`src/rtl/counter_pkg.sv`:
```
// Shared types for the up/down counter observer.
//   state_e : decoder FSM states
//   class_e : per-sample classification of a counter transition
package counter_pkg;

  localparam int unsigned DEFAULT_WIDTH = 4;

  typedef enum logic [2:0] {
    INIT,
    SYNC,
    UP,
    DOWN,
    FAULT
  } state_e;

  typedef enum logic [2:0] {
    CL_STALL,
    CL_UP,
    CL_DOWN,
    CL_RESYNC,
    CL_ILLEGAL
  } class_e;

endpackage

```
`src/rtl/count_step_classifier.sv`:
```
// Combinational classification of one counter transition prev_q -> q.
// Ports:
//   prev_q  : previously sampled count
//   q       : newly sampled count
//   cls_c   : classification, first match wins (stall, up, down, resync, illegal)
//   wrap_c  : legal step crossed the max<->0 boundary
module count_step_classifier
  import counter_pkg::*;
#(
  parameter int unsigned WIDTH = DEFAULT_WIDTH
) (
  input  logic [WIDTH-1:0] prev_q,
  input  logic [WIDTH-1:0] q,
  output class_e           cls_c,
  output logic             wrap_c
);

  localparam logic [WIDTH-1:0] ALL_ONES = '1;

  logic [WIDTH-1:0] delta;

  // Modular difference; wraps naturally at WIDTH bits.
  assign delta = q - prev_q;

  // Priority order matters: max->0 is an up step, never a resync.
  always_comb begin
    cls_c  = CL_ILLEGAL;
    wrap_c = 1'b0;
    if (delta == '0) begin
      cls_c = CL_STALL;
    end else if (delta == WIDTH'(1)) begin
      cls_c  = CL_UP;
      wrap_c = (prev_q == ALL_ONES);
    end else if (delta == ALL_ONES) begin
      cls_c  = CL_DOWN;
      wrap_c = (prev_q == '0);
    end else if (q == '0) begin
      cls_c = CL_RESYNC;
    end
  end

endmodule

```
`src/rtl/counter_direction_decoder.sv`:
```
// Recovers direction, wrap, stall, resync and illegal-jump events from the
// observed q of an up/down counter. All outputs registered, latency 1.
// Ports:
//   clock, reset     : rising-edge clock, synchronous active-high reset
//   sample_en        : q is valid this cycle
//   q                : observed counter value
//   clear_fault      : clears fault latch and illegal-run counter
//   dir_up/dir_valid : recovered direction and its validity
//   step/wrap/stall/resync/illegal : one-cycle classification pulses
//   fault            : sticky, FAULT_LIMIT consecutive illegal samples
//   run_len          : saturating count of legal steps since direction change
module counter_direction_decoder
  import counter_pkg::*;
#(
  parameter int unsigned WIDTH       = DEFAULT_WIDTH,
  parameter int unsigned RUN_W       = 8,
  parameter int unsigned FAULT_LIMIT = 3
) (
  input  logic             clock,
  input  logic             reset,
  input  logic             sample_en,
  input  logic [WIDTH-1:0] q,
  input  logic             clear_fault,
  output logic             dir_up,
  output logic             dir_valid,
  output logic             step,
  output logic             wrap,
  output logic             stall,
  output logic             resync,
  output logic             illegal,
  output logic             fault,
  output logic [RUN_W-1:0] run_len
);

  localparam int unsigned ICNT_W = $clog2(FAULT_LIMIT + 1);

  state_e             state_q,     state_d;
  logic [WIDTH-1:0]   prev_q,      prev_d;
  logic               dir_up_q,    dir_up_d;
  logic               dir_valid_q, dir_valid_d;
  logic               step_q,      step_d;
  logic               wrap_q,      wrap_d;
  logic               stall_q,     stall_d;
  logic               resync_q,    resync_d;
  logic               illegal_q,   illegal_d;
  logic               fault_q,     fault_d;
  logic [RUN_W-1:0]   run_len_q,   run_len_d;
  logic [ICNT_W-1:0]  icnt_q,      icnt_d;

  class_e cls_c;
  logic   wrap_c;
  logic   do_class_c;
  logic   step_up_c;
  logic   flip_c;

  count_step_classifier #(
    .WIDTH (WIDTH)
  ) u_classifier (
    .prev_q (prev_q),
    .q      (q),
    .cls_c  (cls_c),
    .wrap_c (wrap_c)
  );

  // State and output registers.
  always_ff @(posedge clock) begin
    if (reset) begin
      state_q     <= INIT;
      prev_q      <= '0;
      dir_up_q    <= 1'b0;
      dir_valid_q <= 1'b0;
      step_q      <= 1'b0;
      wrap_q      <= 1'b0;
      stall_q     <= 1'b0;
      resync_q    <= 1'b0;
      illegal_q   <= 1'b0;
      fault_q     <= 1'b0;
      run_len_q   <= '0;
      icnt_q      <= '0;
    end else begin
      state_q     <= state_d;
      prev_q      <= prev_d;
      dir_up_q    <= dir_up_d;
      dir_valid_q <= dir_valid_d;
      step_q      <= step_d;
      wrap_q      <= wrap_d;
      stall_q     <= stall_d;
      resync_q    <= resync_d;
      illegal_q   <= illegal_d;
      fault_q     <= fault_d;
      run_len_q   <= run_len_d;
      icnt_q      <= icnt_d;
    end
  end

  // Next-state and output logic.
  always_comb begin
    state_d     = state_q;
    prev_d      = prev_q;
    dir_up_d    = dir_up_q;
    dir_valid_d = dir_valid_q;
    step_d      = 1'b0;
    wrap_d      = 1'b0;
    stall_d     = 1'b0;
    resync_d    = 1'b0;
    illegal_d   = 1'b0;
    fault_d     = fault_q;
    run_len_d   = run_len_q;
    icnt_d      = icnt_q;

    // A clear in the same cycle as a sample suppresses classification only.
    do_class_c = sample_en && !clear_fault && (state_q != INIT);
    step_up_c  = (cls_c == CL_UP);
    flip_c     = ((state_q == UP) && !step_up_c) || ((state_q == DOWN) && step_up_c);

    if (sample_en) begin
      prev_d = q;
      if (state_q == INIT) begin
        state_d = SYNC;
      end
    end

    if (clear_fault) begin
      fault_d = 1'b0;
      icnt_d  = '0;
      if (state_q == FAULT) begin
        state_d = SYNC;
      end
    end

    if (do_class_c) begin
      stall_d   = (cls_c == CL_STALL);
      step_d    = (cls_c == CL_UP) || (cls_c == CL_DOWN);
      wrap_d    = wrap_c;
      resync_d  = (cls_c == CL_RESYNC);
      illegal_d = (cls_c == CL_ILLEGAL);

      // In FAULT only the pulses are live; tracking state is frozen.
      if (state_q != FAULT) begin
        if (cls_c == CL_ILLEGAL) begin
          run_len_d = '0;
          if (icnt_q >= ICNT_W'(FAULT_LIMIT - 1)) begin
            icnt_d  = ICNT_W'(FAULT_LIMIT);
            fault_d = 1'b1;
            state_d = FAULT;
          end else begin
            icnt_d = icnt_q + ICNT_W'(1);
          end
        end else begin
          icnt_d = '0;
        end

        case (cls_c)
          CL_UP, CL_DOWN: begin
            if ((state_q == SYNC) || flip_c) begin
              dir_up_d    = step_up_c;
              dir_valid_d = 1'b1;
              run_len_d   = RUN_W'(1);
              state_d     = step_up_c ? UP : DOWN;
            end else if (run_len_q != '1) begin
              run_len_d = run_len_q + RUN_W'(1);
            end
          end
          CL_RESYNC: begin
            dir_valid_d = 1'b0;
            run_len_d   = '0;
            state_d     = SYNC;
          end
          default: begin
          end
        endcase
      end
    end
  end

  assign dir_up    = dir_up_q;
  assign dir_valid = dir_valid_q;
  assign step      = step_q;
  assign wrap      = wrap_q;
  assign stall     = stall_q;
  assign resync    = resync_q;
  assign illegal   = illegal_q;
  assign fault     = fault_q;
  assign run_len   = run_len_q;

endmodule
```
`config.mk`:
```
export PLATFORM = sky130hd
export DESIGN_NAME = counter_direction_decoder
export DESIGN_NICKNAME = d
export VERILOG_FILES = /design/src/rtl/counter_pkg.sv /design/src/rtl/count_step_classifier.sv /design/src/rtl/counter_direction_decoder.sv
export SDC_FILE = /design/constraint.sdc
export NUM_CORES = 1
export LEC_CHECK = 0
export ABC_AREA = 1
export BUFFER_PORTS_ARGS = -buffer_cell sky130_fd_sc_hd__buf_2
export CAP_MARGIN = 10
export CORE_AREA = 2 2 66 68
export CTS_CLUSTER_SIZE = 40
export DETAILED_ROUTE_END_ITERATION = 10
export DIE_AREA = 0 0 68 70
export SLEW_MARGIN = 40
export SYNTH_ARGS = -nofsm -noshare
export SYNTH_HDL_FRONTEND = slang
export SYNTH_SLANG_ARGS = --single-unit
export TNS_END_PERCENT = 5
```
`constraint.sdc`:
```
create_clock -name clock -period 2.19 [get_ports clock]
set_input_delay 0.438 -clock clock [delete_from_list [all_inputs] [get_ports clock]]
set_output_delay 0.438 -clock clock [all_outputs]
set_load 0.02 [all_outputs]
```
# ---- Word-level counts from Yosys, hierarchy flattened
# Cells that the tools add are included.
dict set report totals {
  reg_bits 25
  out_inout_bits 16
}
dict set report op_classes {
  mux 33
  n_lt_le_gt_ge 1
  reduce_logical 22
  n_bitwise 1
  n_addsub 3
  eq_ne 14
}
# operator n
set op_table {}
lappend op_table {{$mux W3} 13}
lappend op_table {{$mux W8} 3}
lappend op_table {{$pmux W8 S2} 1}
lappend op_table {{$eq A3 B2 Y1 const B} 4}
lappend op_table {{$logic_not A4 Y1} 3}
lappend op_table {{$mux W2} 5}
lappend op_table {{$mux W1} 9}
lappend op_table {{$add A8 B1 Y8 const B} 1}
lappend op_table {{$eq A4 B4 Y1 const B} 2}
lappend op_table {{$ne A8 B8 Y1 const B} 1}
lappend op_table {{$reduce_and A4 Y1} 2}
lappend op_table {{$eq A3 B1 Y1 const B} 2}
lappend op_table {{$eq A3 B3 Y1 const B} 2}
lappend op_table {{$logic_not A3 Y1} 2}
lappend op_table {{$pmux W3 S2} 1}
lappend op_table {{$eq A4 B1 Y1 const B} 1}
lappend op_table {{$logic_and A1 B1 Y1} 4}
lappend op_table {{$reduce_or A2 Y1} 2}
lappend op_table {{$sub A4 B4 Y4} 1}
lappend op_table {{$logic_or A1 B1 Y1} 3}
lappend op_table {{$ne A3 B3 Y1 const B} 1}
lappend op_table {{$reduce_bool A3 Y1} 1}
lappend op_table {{$reduce_or A3 Y1} 1}
lappend op_table {{$add A2 B1 Y2 const B} 1}
lappend op_table {{other kinds (7)} 8}

# ---- Depth between registers and ports, before layout
dict set report logic_depth {
  ltp_word 14
  ltp_mapped 15
  depth_no_buf 15
}

# ---- By module
# From an unflattened synthesis, not the netlist that was laid out.
dict set report hier_totals {
  cells_unflattened 272
  area_unflattened_um2 1689.1
}
# mod seq_area_each_um2 cells_each n_inst area_each_um2
set by_module_without_submodules {}
lappend by_module_without_submodules {counter_direction_decoder 500.5 213 1 1393.8}
lappend by_module_without_submodules {count_step_classifier 0.0 59 1 295.3}

# ---- Worst setup path before layout
# No wires, ideal clock.
dict set report synth_timing {
  kind {input to register}
  from {input q[0]}
  to {register run_len_q[7] (netlist: run_len[7])}
  path_stages 11
  setup_ns 0.070
  arrival_ns 2.173
  path_buffers 0
  slack_ns -0.053
  required_ns 2.120
  path_cell_list {inv_1 > ha_1 > fa_1 > or2_0 > nor2_1 > nand3_2 > nand2_2 > inv_1 > nor2_4 > o211ai_1 > a21oi_1}
}
dict set report synth_via {
  elab_chain_len 12
}
# item line
set synth_rtl {}
lappend synth_rtl {{start: declaration} counter_direction_decoder.sv:22} ;# input logic [WIDTH-1:0] q,
lappend synth_rtl {{$sub A4 B4 Y4 / $logic_not A4 Y1 (equally long branches)} {count_step_classifier.sv:23, count_step_classifier.sv:37}}
lappend synth_rtl {{$eq A4 B4 Y1 / $mux W3 (equally long branches)} {count_step_classifier.sv:34, count_step_classifier.sv:37}}
lappend synth_rtl {{$mux W3} count_step_classifier.sv:34} ;# end else if (delta == ALL_ONES) begin
lappend synth_rtl {{$mux W3} count_step_classifier.sv:31} ;# end else if (delta == WIDTH'(1)) begin
lappend synth_rtl {{$mux W3 *} count_step_classifier.sv:29} ;# if (delta == '0) begin
lappend synth_rtl {{$eq A3 B1 Y1} {counter_direction_decoder.sv:113, counter_direction_decoder.sv:153}}
lappend synth_rtl {{$logic_not A1 Y1} counter_direction_decoder.sv:114} ;# flip_c = ((state_q == UP) && !step_up_c) || ((state_q == DOWN) && step_up_c);
lappend synth_rtl {{$logic_and A1 B1 Y1} counter_direction_decoder.sv:114}
lappend synth_rtl {{$logic_or A1 B1 Y1} counter_direction_decoder.sv:114}
lappend synth_rtl {{$logic_or A1 B1 Y1} counter_direction_decoder.sv:155} ;# if ((state_q == SYNC) || flip_c) begin
lappend synth_rtl {{$mux W8} counter_direction_decoder.sv:155}
lappend synth_rtl {{$pmux W8 S2 *} counter_direction_decoder.sv:153} ;# case (cls_c)
lappend synth_rtl {{end signal: assignment} counter_direction_decoder.sv:91} ;# run_len_q <= run_len_d;
lappend synth_rtl {{end: declaration} counter_direction_decoder.sv:47} ;# logic [RUN_W-1:0] run_len_q, run_len_d;
# Mark *: on every way between the ends. The rest lies on a longest branch, timed or not.
# A chain may end at the register's enable or synchronous reset.

# ---- Worst setup path in the final report
dict set report layout_timing {
  from {register prev_q[0]}
  to {register run_len_q[0] (netlist: run_len[0])}
}
dict set report layout_via {
  elab_chain_len 12
}
# item line
set layout_rtl {}
lappend layout_rtl {{start: declaration} counter_direction_decoder.sv:38} ;# logic [WIDTH-1:0] prev_q, prev_d;
lappend layout_rtl {{start signal: assignment} counter_direction_decoder.sv:82} ;# prev_q <= prev_d;
lappend layout_rtl {{$sub A4 B4 Y4 *} count_step_classifier.sv:23} ;# assign delta = q - prev_q;
lappend layout_rtl {{$eq A4 B4 Y1} count_step_classifier.sv:34}
lappend layout_rtl {{$mux W3} count_step_classifier.sv:34}
lappend layout_rtl {{$mux W3} count_step_classifier.sv:31}
lappend layout_rtl {{$mux W3 *} count_step_classifier.sv:29}
lappend layout_rtl {{$eq A3 B1 Y1} {counter_direction_decoder.sv:113, counter_direction_decoder.sv:153}}
lappend layout_rtl {{$logic_not A1 Y1} counter_direction_decoder.sv:114}
lappend layout_rtl {{$logic_and A1 B1 Y1} counter_direction_decoder.sv:114}
lappend layout_rtl {{$logic_or A1 B1 Y1} counter_direction_decoder.sv:114}
lappend layout_rtl {{$logic_or A1 B1 Y1} counter_direction_decoder.sv:155}
lappend layout_rtl {{$mux W8} counter_direction_decoder.sv:155}
lappend layout_rtl {{$pmux W8 S2 *} counter_direction_decoder.sv:153}
# Marked as above.

==> run metrics <==
clk slew on worst S/H paths=0.09 ns; Syn Inst Count=221; DP Wirelength=roughly 2800 um; Std-Cell Rows=24; Tightest Pin Transition=0.448 ns; GR Layer Usage met1=24.2%; CTS Buf Count=3; met3 Track Usage GR=2.09%; Worst Path Arrival=2.36 ns; Die X=68 um; cts hold-fix bufs=0; final hold vios=0; Worst-Skew Late Latency=0.27 ns; Std-Cell Core Area=just over 4000 um^2; commonest cells in the netlist=nand2_1 (37), inv_1 (30), dfxtp_1 (25); most frequent cell after synthesis=nand2_1; Setup CP Type=reg2reg; number of global-route vias before repair=roughly 1400; CTS tree=done; final antenna-violating net count=0; commonest register cell after synthesis=dfxtp_1; Cells after DPL=310; top-level port count=24; largest family of logic cells by synthesized area=simple AND/OR/NAND/NOR gates; HP Start=q[3]; dominant cells by area after synthesis=dfxtp_1 (32%), nand2_1 (9.0%), inv_1 (7.3%); Post-synth EDFFs=0; Final Power=0.00103 W; post-synth net total=234; die area=4760 um^2; CTS H-tree depth=1; Placement Setup Slack=-0.270 ns; Netlist cell types=33; initial antenna violation count=0; mux contribution to synthesized area=0%; GRT Util Overall=17.0%; Synth Area in XOR/XNOR=1.62%; Critical R2R Launch=prev_q[0]$_SDFFE_PP0P_; Area growth syn-to-layout=23.3%; DRC Markers=0; VDD IR-drop max=approximately 0.00024 V; Tmin final=about 2.2 ns; clock root buffer=clkbuf_8; CTS sink cnt=25; final setup skew=0.00264 ns; status=complete, no violations; maximum fanout along the worst path=6; adder-cell share of the synthesized area=4.53%; Simple-Gate Fraction of Synth Area=between 30% and 40%; ANT cells=0; fmax=around 0.46 GHz; total grt overflow=0; Critical Path Sink Type=flop; final WL=3620 um; routed len/inst=approximately 12 um; Final nets=276; synthesized area per cell=~7.0 um^2; Iteration-0 DRC Markers=69; Yosys reg bits=25; Worst Setup Start Kind=flop; largest net degree at the start of global routing=15; Synth area leader=dfxtp_1; filler instances=442; Yosys warning total=0; Setup Buffers After CTS=0; Mapped Area=approximately 1500 um^2; WHS=between 0.4 and 0.5 ns; PD cells=540 nW/um^2; utilization after layout=46.0%; complex-gate fraction of the synthesized area=~16%; async set-reset flop share out of synthesis=0%; DR vias/cell=4.85; final period utilization=98.3%; unrepaired setup endpoints after global routing=true; final setup vio count=0; IO buf count=23; Slew Viols, Final=0; Die Ht=70 um; register area share after synthesis=32.4%; gpl congestion=0.875; HP Class=in2reg; first-pass GRT wire length=between 6000 and 7000 um; clock tree buffer depth=2; vias post-DR=roughly 1500; max_slew headroom=a little over two thirds; max_cap viols=0; Final Worst Setup Slack=about 0.036 ns; initial core utilization=a little under two fifths; WP data required=2.40 ns; final non-filler cell total=approximately 310; layout cells sized above 1=30.9%; Pleak=0.911 nW; drt pass-1 iters=4; post-synth top area share=32.4%; GRT busiest layer=met2; Worst Setup SP=prev_q[0]$_SDFFE_PP0P_; M2 GR Usage=26.5%
==> per-stage QoR <==
step           TNS, ns  cell area (um^2)
4_1_cts              0              1890
6_report             0              1910
5_1_grt         -0.576              1910
3_5_place_dp     -3.57              1840
3_3_place_gp     -2.88              1840
2_1_floorplan  -0.0837              1550
==> power by group <==
group	switching, W	internal, W
combinational	0.000160	0.000109
sequential	0.0000151	0.000469
clock	0.000149	0.000127
==> placed cells by master (no fill, tap or decap), types with 5 or more instances in the layout <==
| cell type | synthesis | layout |
|---|---|---|
| buf_2 | 0 | 23 |
| a21oi_1 | 20 | 20 |
| dfxtp_1 | 25 | 23 |
| nand3_2 | 4 | 5 |
| buf_4 | 0 | 17 |
| o21ai_0 | 16 | 15 |
| nand3_1 | 15 | 14 |
| inv_1 | 30 | 27 |
| nor2_1 | 20 | 20 |
| nor3_1 | 5 | 5 |
| inv_2 | 4 | 7 |
| nand2_2 | 11 | 10 |
| nand2_1 | 37 | 37 |
==> repair_timing <==
action,CTS,global route
pin swaps,4,4
resized for setup,2,7
endpoints found under the setup margin,2,16
==> cell type report <==
type | count | area (um^2) | area share [%]
multi-input cells | 158 | 916 | 48.0
flip-flops and latches | 25 | 503 | 26.4
repair buffers | 40 | 243 | 12.7
inverters | 35 | 134 | 7.02
well taps | 52 | 65.1 | 3.41
clock buffers | 3 | 41.3 | 2.17
clock inverters | 1 | 5.00 | 0.262
==> worst paths after layout <==
| path | end | slack (ns) | cells after the start |
|---|---|---|---|
| max | run_len[0]$_SDFFE_PP0P_ | 0.04 | 12 |
| min | prev_q[3]$_SDFFE_PP0P_ | 0.44 | 3 |
| max reg2reg | run_len[0]$_SDFFE_PP0P_ | 0.04 | 12 |
| min reg2reg | fault$_SDFF_PP0_ | 0.47 | 2 |
==> metal layers <==
layer	up-vias	share of wire (%)
met1	692	51
met2	23	46
met4	0	0.61
met3	2	2.8
met5	-	0
li1	807	-
==> logic make-up (layout without fill, tap and decap cells) <==
kind of cell,Yosys count,after routing
AO/OA/AOI/OAI,45,45
AND/OR/NAND/NOR,106,106
flip-flops,25,25
buffers and inverters,38,79
XOR/XNOR,2,2
adder cells (fa/ha/maj),5,5
==> worst max-delay path: stages, from the launching register on <==
cell and delay [ns]:
dfxtp_2 0.34, ha_4 0.16, fa_1 0.46, or2_0 0.23, nor2_1 0.11, nand3_2 0.15
nand3_2 0.20, nand2_2 0.11, nand2_1 0.08, nand2_1 0.05, nand2_1 0.05, nand2_1 0.04
a21oi_1 0.11
==> state kept, by name, indices dropped and copies added (netlist names) <==
name       cells
run_len        8
dir_valid      1
step           1
wrap           1
illegal        1
prev_q         4
icnt_q         2
resync         1
fault          1
dir_up         1
stall          1
state_q        3
Power figures use the tool's default switching activity.
